===== config.mk =====
export PLATFORM = sky130hd
export DESIGN_NAME = ram_arbiter
export DESIGN_NICKNAME = d
export VERILOG_FILES = /design/src/rtl/ram_arbiter_pkg.sv /design/src/rtl/ram_arbiter.sv
export SDC_FILE = /design/constraint.sdc
export NUM_CORES = 1
export LEC_CHECK = 0
export BUFFER_PORTS_ARGS = -buffer_cell sky130_fd_sc_hd__buf_2
export CORE_ASPECT_RATIO = 0.6
export CORE_MARGIN = 4
export CORE_UTILIZATION = 35
export DETAILED_ROUTE_END_ITERATION = 10
export MAX_ROUTING_LAYER = met4
export PLACE_DENSITY = 0.71
export SYNTH_ARGS = -nofsm -noshare
export SYNTH_HDL_FRONTEND = slang
export SYNTH_SLANG_ARGS = --single-unit

===== constraint.sdc =====
create_clock -name clk -period 1.6 [get_ports clk]
set_clock_uncertainty 0.05 [all_clocks]
set_input_delay 0 -clock clk [delete_from_list [all_inputs] [get_ports clk]]
set_output_delay 0 -clock clk [all_outputs]
set_load 0.02 [all_outputs]

===== src/rtl/ram_arbiter_pkg.sv =====
// ram_arbiter_pkg: FSM state encodings and port indices for the RAM arbiter.
package ram_arbiter_pkg;
  typedef enum logic [1:0] {
    ARB_IDLE   = 2'd0,
    ARB_ACCESS = 2'd1,
    ARB_RESP   = 2'd2
  } arb_state_e;
  localparam logic PORT_CPU    = 1'b0;
  localparam logic PORT_LOADER = 1'b1;
endpackage


===== src/rtl/ram_arbiter.sv =====
// ram_arbiter: round-robin arbiter sharing one synchronous RAM between the CPU and the program loader.
module ram_arbiter
  import ram_arbiter_pkg::*;
#(
  parameter int ADDR_WIDTH = 4,
  parameter int DATA_WIDTH = 8
) (
  input  logic                  clk,
  input  logic                  reset,
  input  logic                  req0,
  input  logic                  req1,
  input  logic                  we0,
  input  logic                  we1,
  input  logic [ADDR_WIDTH-1:0] addr0,
  input  logic [ADDR_WIDTH-1:0] addr1,
  input  logic [DATA_WIDTH-1:0] wdata0,
  input  logic [DATA_WIDTH-1:0] wdata1,
  output logic                  gnt0,
  output logic                  gnt1,
  output logic                  ack0,
  output logic                  ack1,
  output logic [DATA_WIDTH-1:0] rdata,
  output logic                  ram_en,
  output logic                  ram_we,
  output logic [ADDR_WIDTH-1:0] ram_addr,
  output logic [DATA_WIDTH-1:0] ram_wdata,
  input  logic [DATA_WIDTH-1:0] ram_rdata
);
  arb_state_e state_q, state_d;
  logic last_q, last_d, owner_q, owner_d, wr_q, wr_d, ram_en_q, ram_en_d, ram_we_q, ram_we_d, win;
  logic [ADDR_WIDTH-1:0] ram_addr_q, ram_addr_d;
  logic [DATA_WIDTH-1:0] ram_wdata_q, ram_wdata_d;
  // A tie goes to the port that did not win last time.
  assign win = (req0 && req1) ? ~last_q : req1;
  always_comb begin
    state_d     = state_q;
    last_d      = last_q;
    owner_d     = owner_q;
    wr_d        = wr_q;
    ram_en_d    = ram_en_q;
    ram_we_d    = ram_we_q;
    ram_addr_d  = ram_addr_q;
    ram_wdata_d = ram_wdata_q;
    case (state_q)
      ARB_IDLE: if (req0 || req1) begin
        state_d     = ARB_ACCESS;
        last_d      = win;
        owner_d     = win;
        wr_d        = win ? we1 : we0;
        ram_en_d    = 1'b1;
        ram_we_d    = win ? we1 : we0;
        ram_addr_d  = win ? addr1 : addr0;
        ram_wdata_d = win ? wdata1 : wdata0;
      end
      ARB_ACCESS: begin
        state_d  = ARB_RESP;
        ram_en_d = 1'b0;
        ram_we_d = 1'b0;
      end
      default: state_d = ARB_IDLE;
    endcase
  end
  always_ff @(posedge clk or posedge reset) begin
    if (reset) begin
      state_q     <= ARB_IDLE;
      last_q      <= PORT_LOADER;
      owner_q     <= PORT_CPU;
      wr_q        <= 1'b0;
      ram_en_q    <= 1'b0;
      ram_we_q    <= 1'b0;
      ram_addr_q  <= '0;
      ram_wdata_q <= '0;
    end else begin
      state_q     <= state_d;
      last_q      <= last_d;
      owner_q     <= owner_d;
      wr_q        <= wr_d;
      ram_en_q    <= ram_en_d;
      ram_we_q    <= ram_we_d;
      ram_addr_q  <= ram_addr_d;
      ram_wdata_q <= ram_wdata_d;
    end
  end
  assign gnt0      = (state_q != ARB_IDLE) && (owner_q == PORT_CPU);
  assign gnt1      = (state_q != ARB_IDLE) && (owner_q == PORT_LOADER);
  assign ack0      = (state_q == ARB_RESP) && (owner_q == PORT_CPU);
  assign ack1      = (state_q == ARB_RESP) && (owner_q == PORT_LOADER);
  assign rdata     = (state_q == ARB_RESP && !wr_q) ? ram_rdata : '0;
  assign ram_en    = ram_en_q;
  assign ram_we    = ram_we_q;
  assign ram_addr  = ram_addr_q;
  assign ram_wdata = ram_wdata_q;
endmodule


==> impl_metrics.csv, run 1 <==
group,metric,value,unit
run_status,status,"finished clean",
clocking,clkTransAtPathRegs,0.07,ns
logic_synthesis,synth_top_area_share,0.452,
place,gp_congestion,0.672,
logic_synthesis,ys.warnings.count,0,
clocking,cts_root_buffer,"clkbuf_8",
floorplan,dieWidth,76.9,um
critical_path,r2r_slack,0.03,ns
power_and_ir_drop,cellPowerDensity,1790,nW/um^2
critical_path,path_class,"register to register",
grt,grtUsageTotal,0.137,
place,io_buffers,63,
floorplan,core,2610,sq um
logic_synthesis,yosysMostFrequentCell,"dfrtp_1",
power_and_ir_drop,p_int,1.58,mW
logic_synthesis,synth_common_cells,"dfrtp_1, mux2_2, and2_1, mux2_4, nor2_1",
floorplan,row_count,14,
cells_and_area,n_antenna_cell,0,
sta,hold_viol,0,
critical_path,endpoint_kind,"register",
sta,tightestPinTransition,0.698,ns
critical_path,required,1.70,ns
sta,grt_setup_unrepaired,"yes",
routing,vias,841,
place,place_ws,0.0281,ns
floorplan,start_util,0.382,
logic_synthesis,synth.distinct_cells,18,
clocking,cts.sinks,19,
logic_synthesis,yosysSeqAreaShare,0.479,
floorplan,die_area,3790,sq um
power_and_ir_drop,pwr-share-seq,0.332,
logic_synthesis,ys_ff_latch,19,
sta,worst_slack,0.0326,ns
power_and_ir_drop,p_leak,0.815,nW
worst_hold_path,min_path_type,"input port to register",
routing,first_iter_violations,13,
critical_path,worstPathArrival,1.66,ns
power_and_ir_drop,swShare,0.402,
logic_synthesis,yosys-top-cells-area,"dfrtp_1, mux2_2, mux2_4, and2_1, mux2i_1",
power_and_ir_drop,p_sw,1.06,mW
routing,drc,0,
cells_and_area,nFillCells,240,
logic_synthesis,synth_top_area_cell,"dfrtp_1",
clocking,cts_buffers,3,
cells_and_area,fin_area,1470,sq um
grt,antenna_found_initial,0,
cells_and_area,fin_nets,191,
cells_and_area,drive_gt1_frac,0.658,
routing,wl_per_cell,13.4,um
grt,overflow,0,
cells_and_area,fin_util,0.565,
logic_synthesis,synthCells,78,
sta,drv_slew,0,
logic_synthesis,yosys.area_share.simple,0.102,
critical_path,cp_max_fo,9,
floorplan,die_h,49.3,um
routing,wl,2.46,mm
cells_and_area,area_growth,48.0,%
power_and_ir_drop,vdd_drop_max,0.000934,V
grt,grt_max_degree,20,
logic_synthesis,async_flop_share,1.00,
logic_synthesis,syn_area_per_cell,12.8,sq um
power_and_ir_drop,p_clk_frac,0.127,
place,placed_cell_area,1390,sq um
routing,drt.antenna.violating_nets,0,
logic_synthesis,synth_adder_area_share,0,
logic_synthesis,synth_top_family_by_area,"multiplexers",
logic_synthesis,synthXorXnorAreaFrac,0,
power_and_ir_drop,power_frac_comb,0.541,
logic_synthesis,muxShareOfSynthArea,0.332,
flow_run,maxCapViolations,0,
grt,grt_pass1_wl,4.00,mm
sta,timing.fmax,0.638,GHz
sta,fin_crit_sh,0.980,
routing,vias_per_cell,4.57,
sta,slew_headroom,0.534,
logic_synthesis,netlist_area,996,sq um
sta,fin_tns_setup,0,ns
logic_synthesis,synth-compound-area-share,0.0440,
clocking,ctsLongestPathBuffers,2,
sta,period_needed,1.57,ns
floorplan,ios,64,
logic_synthesis,synth_nets,116,
critical_path,cp-start-kind,"register",
clocking,cts_tree,"built",
place,hpwl,1.98,mm
logic_synthesis,synth_ff_type,"dfrtp_1",
clocking,cts_htree_levels,1,
routing,first_pass_iters,4,
grt,grt_pass1_vias,923,
logic_synthesis,synth_edf_count,0,
sta,setup_violations,0,
clocking,insertion_delay,0.25,ns
-- worst paths after layout --
| kind | from | endpoint | depth (start not counted) |
|---|---|---|---|
| max | last_q$_DFFE_PP1P_ | ram_addr[0]$_DFFE_PP0P_ | 4 |
| min in group asynchronous | reset | ram_wdata[0]$_DFFE_PP0P_ | 3 |
| min | we1 | wr_q$_DFFE_PP0P_ | 3 |
| max reg2reg | last_q$_DFFE_PP1P_ | ram_addr[0]$_DFFE_PP0P_ | 4 |
| max in group asynchronous | reset | ram_we$_DFFE_PP0P_ | 3 |
| min reg2reg | ram_en$_DFFE_PP0P_ | ram_en$_DFFE_PP0P_ | 2 |
-- critical path, cell delays in order (launching register included) --
cell,delay (ns)
dfstp_2,0.55
a21bo_4,0.15
buf_12,0.14
mux2_4,0.30
mux2_2,0.26
-- placed cells by master, fill, tap and decap left out, drive strengths merged --
master,instances
a31oi,1
inv,5
dlygate4sd3,3
mux2i,3
nand2b,2
dfrtp,18
mux2,24
nand2,3
a21o,1
o21ai,1
clkbuf,4
a21oi,1
nor2,6
buf,69
dfstp,1
nor3,1
and2,8
a21bo,1
-- layer usage --
| metal | GRT usage | up-vias | routed length, um |
|---|---|---|---|
| li1 | - | 411 | - |
| met1 | 0.147 | 377 | 1030 |
| met2 | 0.230 | 48 | 1140 |
| met3 | 0.0609 | 5 | 254 |
| met4 | 0.0452 | 0 | 29 |
| met5 | - | - | 0 |
-- kinds of logic after synthesis --
group,count (synthesis)
AO/OA/AOI/OAI,5
flip-flops,19
buffers and inverters,7
multiplexers,27
AND/OR/NAND/NOR,20
-- cell type report --
type / count / area [sq um] / area share
Clock buffer: 4 / 45.0 / 0.0306
Timing Repair Buffer: 72 / 415 / 0.282
Multi-Input combinational cell: 52 / 478 / 0.324
Sequential cell: 19 / 477 / 0.323
Inverter: 5 / 18.8 / 0.0127
Tap cell: 32 / 40.0 / 0.0272
-- repair_timing --
item                                    in CTS  in global routing
setup buffers                                0                  1
resized for setup                            0                  1
hold buffers                                 3                  0
hold endpoints to repair                    19                  0
endpoints found under the setup margin       0                 15
-- stage by stage --
step | power, mW | std cells | hold slack, ns
floorplan | 1.81 | 78 | -0.0996
global placement | 2.27 | 176 | 0.0973
detailed placement | 2.32 | 176 | 0.108
CTS | 2.67 | 183 | 0.00191
global route | 2.82 | 184 | 0.0467
finish | 2.64 | 184 | 0.00121
-- power groups by stage --
stage / logic [mW] / clock network (mW) / registers [mW]
after floorplan: 0.716 / 0 / 1.09
after global routing: 1.55 / 0.357 / 0.910
after global placement: 1.40 / 0 / 0.871
after CTS: 1.45 / 0.344 / 0.879
after detailed placement: 1.43 / 0 / 0.885
final: 1.43 / 0.335 / 0.878
-- state kept, by name, indices dropped and copies added (netlist names) --
register and count:
last_q 1, owner_q 1, ram_addr 4, ram_en 1, ram_wdata 8, ram_we 1
state_q 2, wr_q 1
Note: power is estimated with default switching activity, not from simulation.
==> run 2, diff against run 1 <==
--- a/config.mk
+++ b/config.mk
@@ -5,13 +5,14 @@
 export SDC_FILE = /design/constraint.sdc
 export NUM_CORES = 1
 export LEC_CHECK = 0
+export ABC_AREA = 1
 export BUFFER_PORTS_ARGS = -buffer_cell sky130_fd_sc_hd__buf_2
 export CORE_ASPECT_RATIO = 0.6
 export CORE_MARGIN = 4
 export CORE_UTILIZATION = 35
 export DETAILED_ROUTE_END_ITERATION = 10
 export MAX_ROUTING_LAYER = met4
-export PLACE_DENSITY = 0.71
+export PLACE_DENSITY = 0.68
 export SYNTH_ARGS = -nofsm -noshare
 export SYNTH_HDL_FRONTEND = slang
 export SYNTH_SLANG_ARGS = --single-unit
==> constraint.sdc (replaced) <==
create_clock -name clk -period 1.6 [get_ports clk]
set_clock_uncertainty 0.05 [all_clocks]
set_input_delay 0.16 -clock clk [delete_from_list [all_inputs] [get_ports clk]]
set_output_delay 0.16 -clock clk [all_outputs]
set_load 0.02 [all_outputs]
==> run 2 against run 1 <==
Power is 2.6% lower. Largest power group unchanged. Worst hold slack improved by 0.15 ns. Combinational power decreased by 4%. Largest cell class is now registers.
==> impl_metrics.csv, run 2 <==
group,metric,value,unit
sta,tightestPinTransition,0.485,ns
grt,grtUsageTotal,0.134,
floorplan,die_area,4300,sq um
logic_synthesis,synthCells,160,
logic_synthesis,yosys.area_share.simple,0.381,
critical_path,worstPathCellList,"inv_2 > nand2_2 > or2_4 > nor2_1 > buf_2",
power_and_ir_drop,vdd_drop_max,0.000676,V
cells_and_area,n_antenna_cell,0,
routing,first_iter_violations,43,
cells_and_area,drive_gt1_frac,0.359,
cells_and_area,final_cells,265,
power_and_ir_drop,p_leak,0.992,nW
clocking,ctsLongestPathBuffers,2,
grt,overflow,0,
floorplan,die_h,52.4,um
grt,grt_pass1_vias,921,
routing,wl_per_cell,10.5,um
sta,slew_headroom,0.676,
critical_path,crit_family,"simple AND/OR/NAND/NOR gates",
clocking,insertion_delay,0.25,ns
run_status,status,"finished clean",
logic_synthesis,yosysMostFrequentCell,"nand2_1",
sta,grt_setup_unrepaired,"no",
place,io_buffers,63,
place,dp.cells,259,
routing,first_pass_iters,4,
place,placed_cell_area,1460,sq um
logic_synthesis,synth_top_family_by_area,"simple AND/OR/NAND/NOR gates",
logic_synthesis,synth_edf_count,0,
cells_and_area,largest_reg_flops,8,
floorplan,row_count,15,
cells_and_area,fin_nets,262,
sta,period_needed,1.53,ns
logic_synthesis,ys.warnings.count,0,
critical_path,cpMaxStageDelayCell,"dfrtp_1",
critical_path,endpoint_kind,"primary output",
cells_and_area,layout_commonest_cell,"buf_2",
grt,grt_pass1_wl,4.28,mm
logic_synthesis,synth_ff_type,"dfrtp_1",
grt,antenna_found_initial,0,
routing,vias,1111,
logic_synthesis,synth_top_area_share,0.392,
clocking,cts_buffers,3,
sta,drv_slew,0,
logic_synthesis,synth-compound-area-share,0.0185,
critical_path,cp_max_fo,8,
floorplan,core,3000,sq um
clocking,cts_tree,"built",
place,gp_congestion,0.750,
worst_hold_path,min_path_type,"input port to register",
logic_synthesis,synth_adder_area_share,0,
clocking,clkTransAtPathRegs,0.07,ns
floorplan,dieWidth,82.0,um
logic_synthesis,synth_top_area_cell,"dfrtp_1",
logic_synthesis,synthXorXnorAreaFrac,0,
sta,setup_violations,0,
logic_synthesis,yosys-top-cells-area,"dfrtp_1, nand2_1, inv_1, nand3_1, nor2_1",
sta,hold_viol,0,
critical_path,crit_buf_inv,2,
critical_path,cp-start-kind,"register",
power_and_ir_drop,cellPowerDensity,1680,nW/um^2
sta,fin_tns_setup,0,ns
cells_and_area,area_growth,33.1,%
logic_synthesis,ys_ff_latch,19,
critical_path,worstPathArrival,1.32,ns
sta,fin_crit_sh,0.955,
cells_and_area,nFillCells,308,
clocking,cts_root_buffer,"clkbuf_8",
routing,vias_per_cell,4.19,
floorplan,start_util,0.383,
critical_path,path_class,"register to primary output",
clocking,cts_htree_levels,1,
routing,drc,0,
logic_synthesis,synth.distinct_cells,19,
cells_and_area,fin_area,1530,sq um
logic_synthesis,muxShareOfSynthArea,0,
sta,timing.fmax,0.655,GHz
critical_path,cp_slowest_stage_delay,0.39,ns
flow_run,maxCapViolations,0,
routing,drt.antenna.violating_nets,0,
logic_synthesis,yosysSeqAreaShare,0.415,
floorplan,ios,64,
place,place_ws,0.257,ns
routing,wl,2.78,mm
grt,grt_max_degree,18,
logic_synthesis,synth_nets,198,
logic_synthesis,syn_area_per_cell,7.19,sq um
cells_and_area,layout_common_cells,"buf_2, nand2_1, inv_1",
sta,worst_slack,0.0726,ns
clocking,cts.sinks,19,
logic_synthesis,synth_common_cells,"nand2_1, inv_1, nand3_1",
logic_synthesis,async_flop_share,1.00,
logic_synthesis,netlist_area,1150,sq um
critical_path,required,1.39,ns
place,hpwl,2.11,mm
## run 2: final timing paths
check | start | end | slack, ns | depth (start not counted)
setup reg to reg | state_q[0]$_DFFE_PP0P_ | ram_we$_DFFE_PP0P_ | 0.34 | 5
min in group asynchronous | reset | wr_q$_DFFE_PP0P_ | 0.42 | 3
max in group asynchronous | reset | state_q[0]$_DFFE_PP0P_ | 0.60 | 4
hold / removal | addr0[0] | ram_addr[0]$_DFFE_PP0P_ | 0.15 | 5
setup / recovery | state_q[0]$_DFFE_PP0P_ | rdata[6] | 0.07 | 5
hold reg to reg | ram_wdata[6]$_DFFE_PP0P_ | ram_wdata[6]$_DFFE_PP0P_ | 0.43 | 2
## run 2: metal layers
metal	vias to the layer above	routed length [um]	share of wire	GRT usage
li1	592	-	-	-
met3	2	334	0.12	0.0515
met4	0	14	0.0050	0.0249
met5	-	0	0	-
met2	49	1140	0.41	0.192
met1	468	1290	0.47	0.180
## run 2: per-stage QoR
| step | util | hold slack [ns] | power (mW) |
|---|---|---|---|
| global placement | 0.485 | 0.150 | 2.22 |
| detailed placement | 0.485 | 0.156 | 2.23 |
| global route | 0.510 | 0.166 | 2.78 |
| finish | 0.510 | 0.151 | 2.57 |
| CTS | 0.505 | 0.148 | 2.57 |
| floorplan | - | 0.0604 | 1.86 |
## run 2: where the power goes
part           internal, mW  total, mW  switching [mW]
Clock                 0.177      0.322           0.145
Sequential            0.731      0.883           0.152
Combinational         0.461       1.37           0.908
Total                  1.37       2.57            1.20
## run 2: timing repair
action / in CTS / in global routing
hold buffers: 1 / 0
gates resized for setup: 1 / 4
buffers inserted: 0 / 1
setup endpoints to repair: 5 / 8
endpoints found under the hold margin: 11 / 0
pin swaps: 0 / 1
## run 2: kinds of logic after synthesis
logic type	Yosys count
AND/OR/NAND/NOR	93
buffers and inverters	46
flip-flops	19
AO/OA/AOI/OAI	2
## run 2: layout make-up
cell class / instances / area, sq um / share of cell area
Inverter: 39 / 146 / 0.0957
Sequential cell: 19 / 477 / 0.312
Clock buffer: 4 / 45.0 / 0.0294
Timing Repair Buffer: 66 / 345 / 0.226
Multi-Input combinational cell: 95 / 464 / 0.303
Tap cell: 42 / 52.6 / 0.0343
## run 2: tightest hold or removal path, stage by stage
cell and delay, ns:
buf_2 0.07, inv_1 0.03, nand2_1 0.05, nand3_1 0.06, nand2_1 0.05
==> run 3, diff against run 2 <==
--- a/config.mk
+++ b/config.mk
@@ -12,7 +12,7 @@
 export CORE_UTILIZATION = 35
 export DETAILED_ROUTE_END_ITERATION = 10
 export MAX_ROUTING_LAYER = met4
-export PLACE_DENSITY = 0.68
+export PLACE_DENSITY = 0.66
 export SYNTH_ARGS = -nofsm -noshare
 export SYNTH_HDL_FRONTEND = slang
 export SYNTH_SLANG_ARGS = --single-unit
==> constraint.sdc (replaced) <==
create_clock -name clk -period 1.79 [get_ports clk]
set_clock_uncertainty 0.05 [all_clocks]
set_input_delay 0.179 -clock clk [delete_from_list [all_inputs] [get_ports clk]]
set_output_delay 0.179 -clock clk [all_outputs]
set_load 0.02 [all_outputs]
==> run 3 against run 2 <==
The flow now finishes with violations (hold timing). Combinational power decreased by 12%. Clock-buffer cell count shrank 1. Clock power fell by 9.3%. Sequential cell count did not move. Highest routed layer unchanged.
==> impl_metrics.csv, run 3 (synthesis gave the netlist of run 2 again) <==
group,metric,value,unit
run_status,violations,"hold timing",
clocking,cts_buffers,3,
sta,timing.fmax,0.625,GHz
grt,antenna_found_initial,0,
clocking,cts_root_buffer,"clkbuf_8",
clocking,post_cts_buffers,0,
sta,fin_tns_setup,0,ns
power_and_ir_drop,vdd_drop_max,0.000719,V
sta,drv_slew,0,
place,gp_congestion,0.711,
cells_and_area,n_antenna_cell,0,
sta,slew_headroom,0.530,
critical_path,cp-start-kind,"register",
critical_path,path_class,"register to primary output",
place,placed_cell_area,1450,sq um
worst_hold_path,min_path_type,"input port to async pin",
grt,grt_max_degree,20,
floorplan,die_area,4300,sq um
sta,whs,-0.0227,ns
cells_and_area,largest_reg_flops,8,
cells_and_area,drive_gt1_frac,0.350,
clocking,clkTransAtPathRegs,0.07,ns
grt,overflow,0,
sta,fin_crit_sh,0.894,
grt,grt_pass1_wl,4.52,mm
sta,setup_violations,0,
grt,grtUsageTotal,0.145,
routing,first_pass_iters,4,
power_and_ir_drop,p_leak,0.982,nW
cells_and_area,multi_input_area,462,sq um
floorplan,die_h,52.4,um
clocking,cts.sinks,19,
routing,wl,2.80,mm
clocking,cts_tree,"built",
floorplan,core,3000,sq um
power_and_ir_drop,cellPowerDensity,1510,nW/um^2
cells_and_area,fin_area,1500,sq um
cells_and_area,seq_area,477,sq um
power_and_ir_drop,p_total,2.27,mW
routing,vias_per_cell,4.09,
critical_path,endpoint_kind,"primary output",
floorplan,dieWidth,82.0,um
place,hpwl,2.18,mm
run_status,status,"finished with violations",
clocking,post_cts_resized,0,
sta,period_needed,1.60,ns
routing,drc,0,
routing,wl_per_cell,10.7,um
flow_run,maxCapViolations,0,
floorplan,start_util,0.383,
cells_and_area,layout_common_cells,"buf_2, nand2_1, inv_1",
routing,drt.antenna.violating_nets,0,
grt,grt_pass1_vias,964,
place,io_buffers,63,
cells_and_area,area_growth,30.4,%
clocking,hold_buffers,0,
clocking,insertion_delay,0.25,ns
critical_path,worstPathArrival,1.37,ns
cells_and_area,nFillCells,332,
clocking,ctsLongestPathBuffers,2,
sta,grt_setup_unrepaired,"no",
floorplan,row_count,15,
sta,tightestPinTransition,0.704,ns
routing,vias,1072,
clocking,cts_htree_levels,1,
critical_path,cp_max_fo,8,
sta,hold_viol,18,
cells_and_area,fin_nets,259,
cells_and_area,layout_commonest_cell,"buf_2",
routing,first_iter_violations,52,
critical_path,required,1.56,ns
floorplan,ios,64,
[run 3: metal layers]
layer	GRT usage	vias up	routed length [um]
li1	-	585	-
met1	0.220	437	1440
met2	0.180	45	1060
met3	0.0498	5	277
met4	0.0331	0	24
met5	-	-	0
[run 3: final timing paths]
| kind | startpoint | end | slack (ns) | cells past startpoint |
|---|---|---|---|---|
| min in group clk | addr0[1] | ram_addr[1]$_DFFE_PP0P_ | 0.17 | 5 |
| worst max register to register | last_q$_DFFE_PP1P_ | wr_q$_DFFE_PP0P_ | 0.53 | 5 |
| max in group asynchronous | reset | ram_wdata[4]$_DFFE_PP0P_ | 1.27 | 2 |
| worst max-delay path | state_q[0]$_DFFE_PP0P_ | rdata[0] | 0.19 | 5 |
| worst min register to register | ram_en$_DFFE_PP0P_ | ram_en$_DFFE_PP0P_ | 0.42 | 2 |
| worst min-delay path | reset | ram_wdata[6]$_DFFE_PP0P_ | -0.02 | 2 |
[run 3: final cells by class]
type | count | share of cell area
sequential | 19 | 0.318
clock inverter | 1 | 0.00334
timing repair buffer | 63 | 0.210
inverter | 39 | 0.0977
multi-input combinational | 95 | 0.308
clock buffer | 3 | 0.0275
tap | 42 | 0.0351
[run 3: worst max-delay path: stages, from the launching register on]
cell and delay, ns:
dfrtp_1 0.40, inv_1 0.09, nand2_1 0.08, or2_4 0.27, nor2_1 0.10, buf_2 0.17
[run 3: power breakdown]
part           switching (mW)  internal (mW)  total [mW]
Sequential              0.127          0.653       0.780
Clock                   0.138          0.155       0.292
Combinational           0.805          0.390        1.20
[run 3: through the flow]
stage	setup WS [ns]	utilization	instances
floorplan	0.416	-	160
global placement	0.475	0.483	258
detailed placement	0.421	0.483	258
CTS	0.123	0.498	262
global route	0.0412	0.499	262
finish	0.189	0.499	262
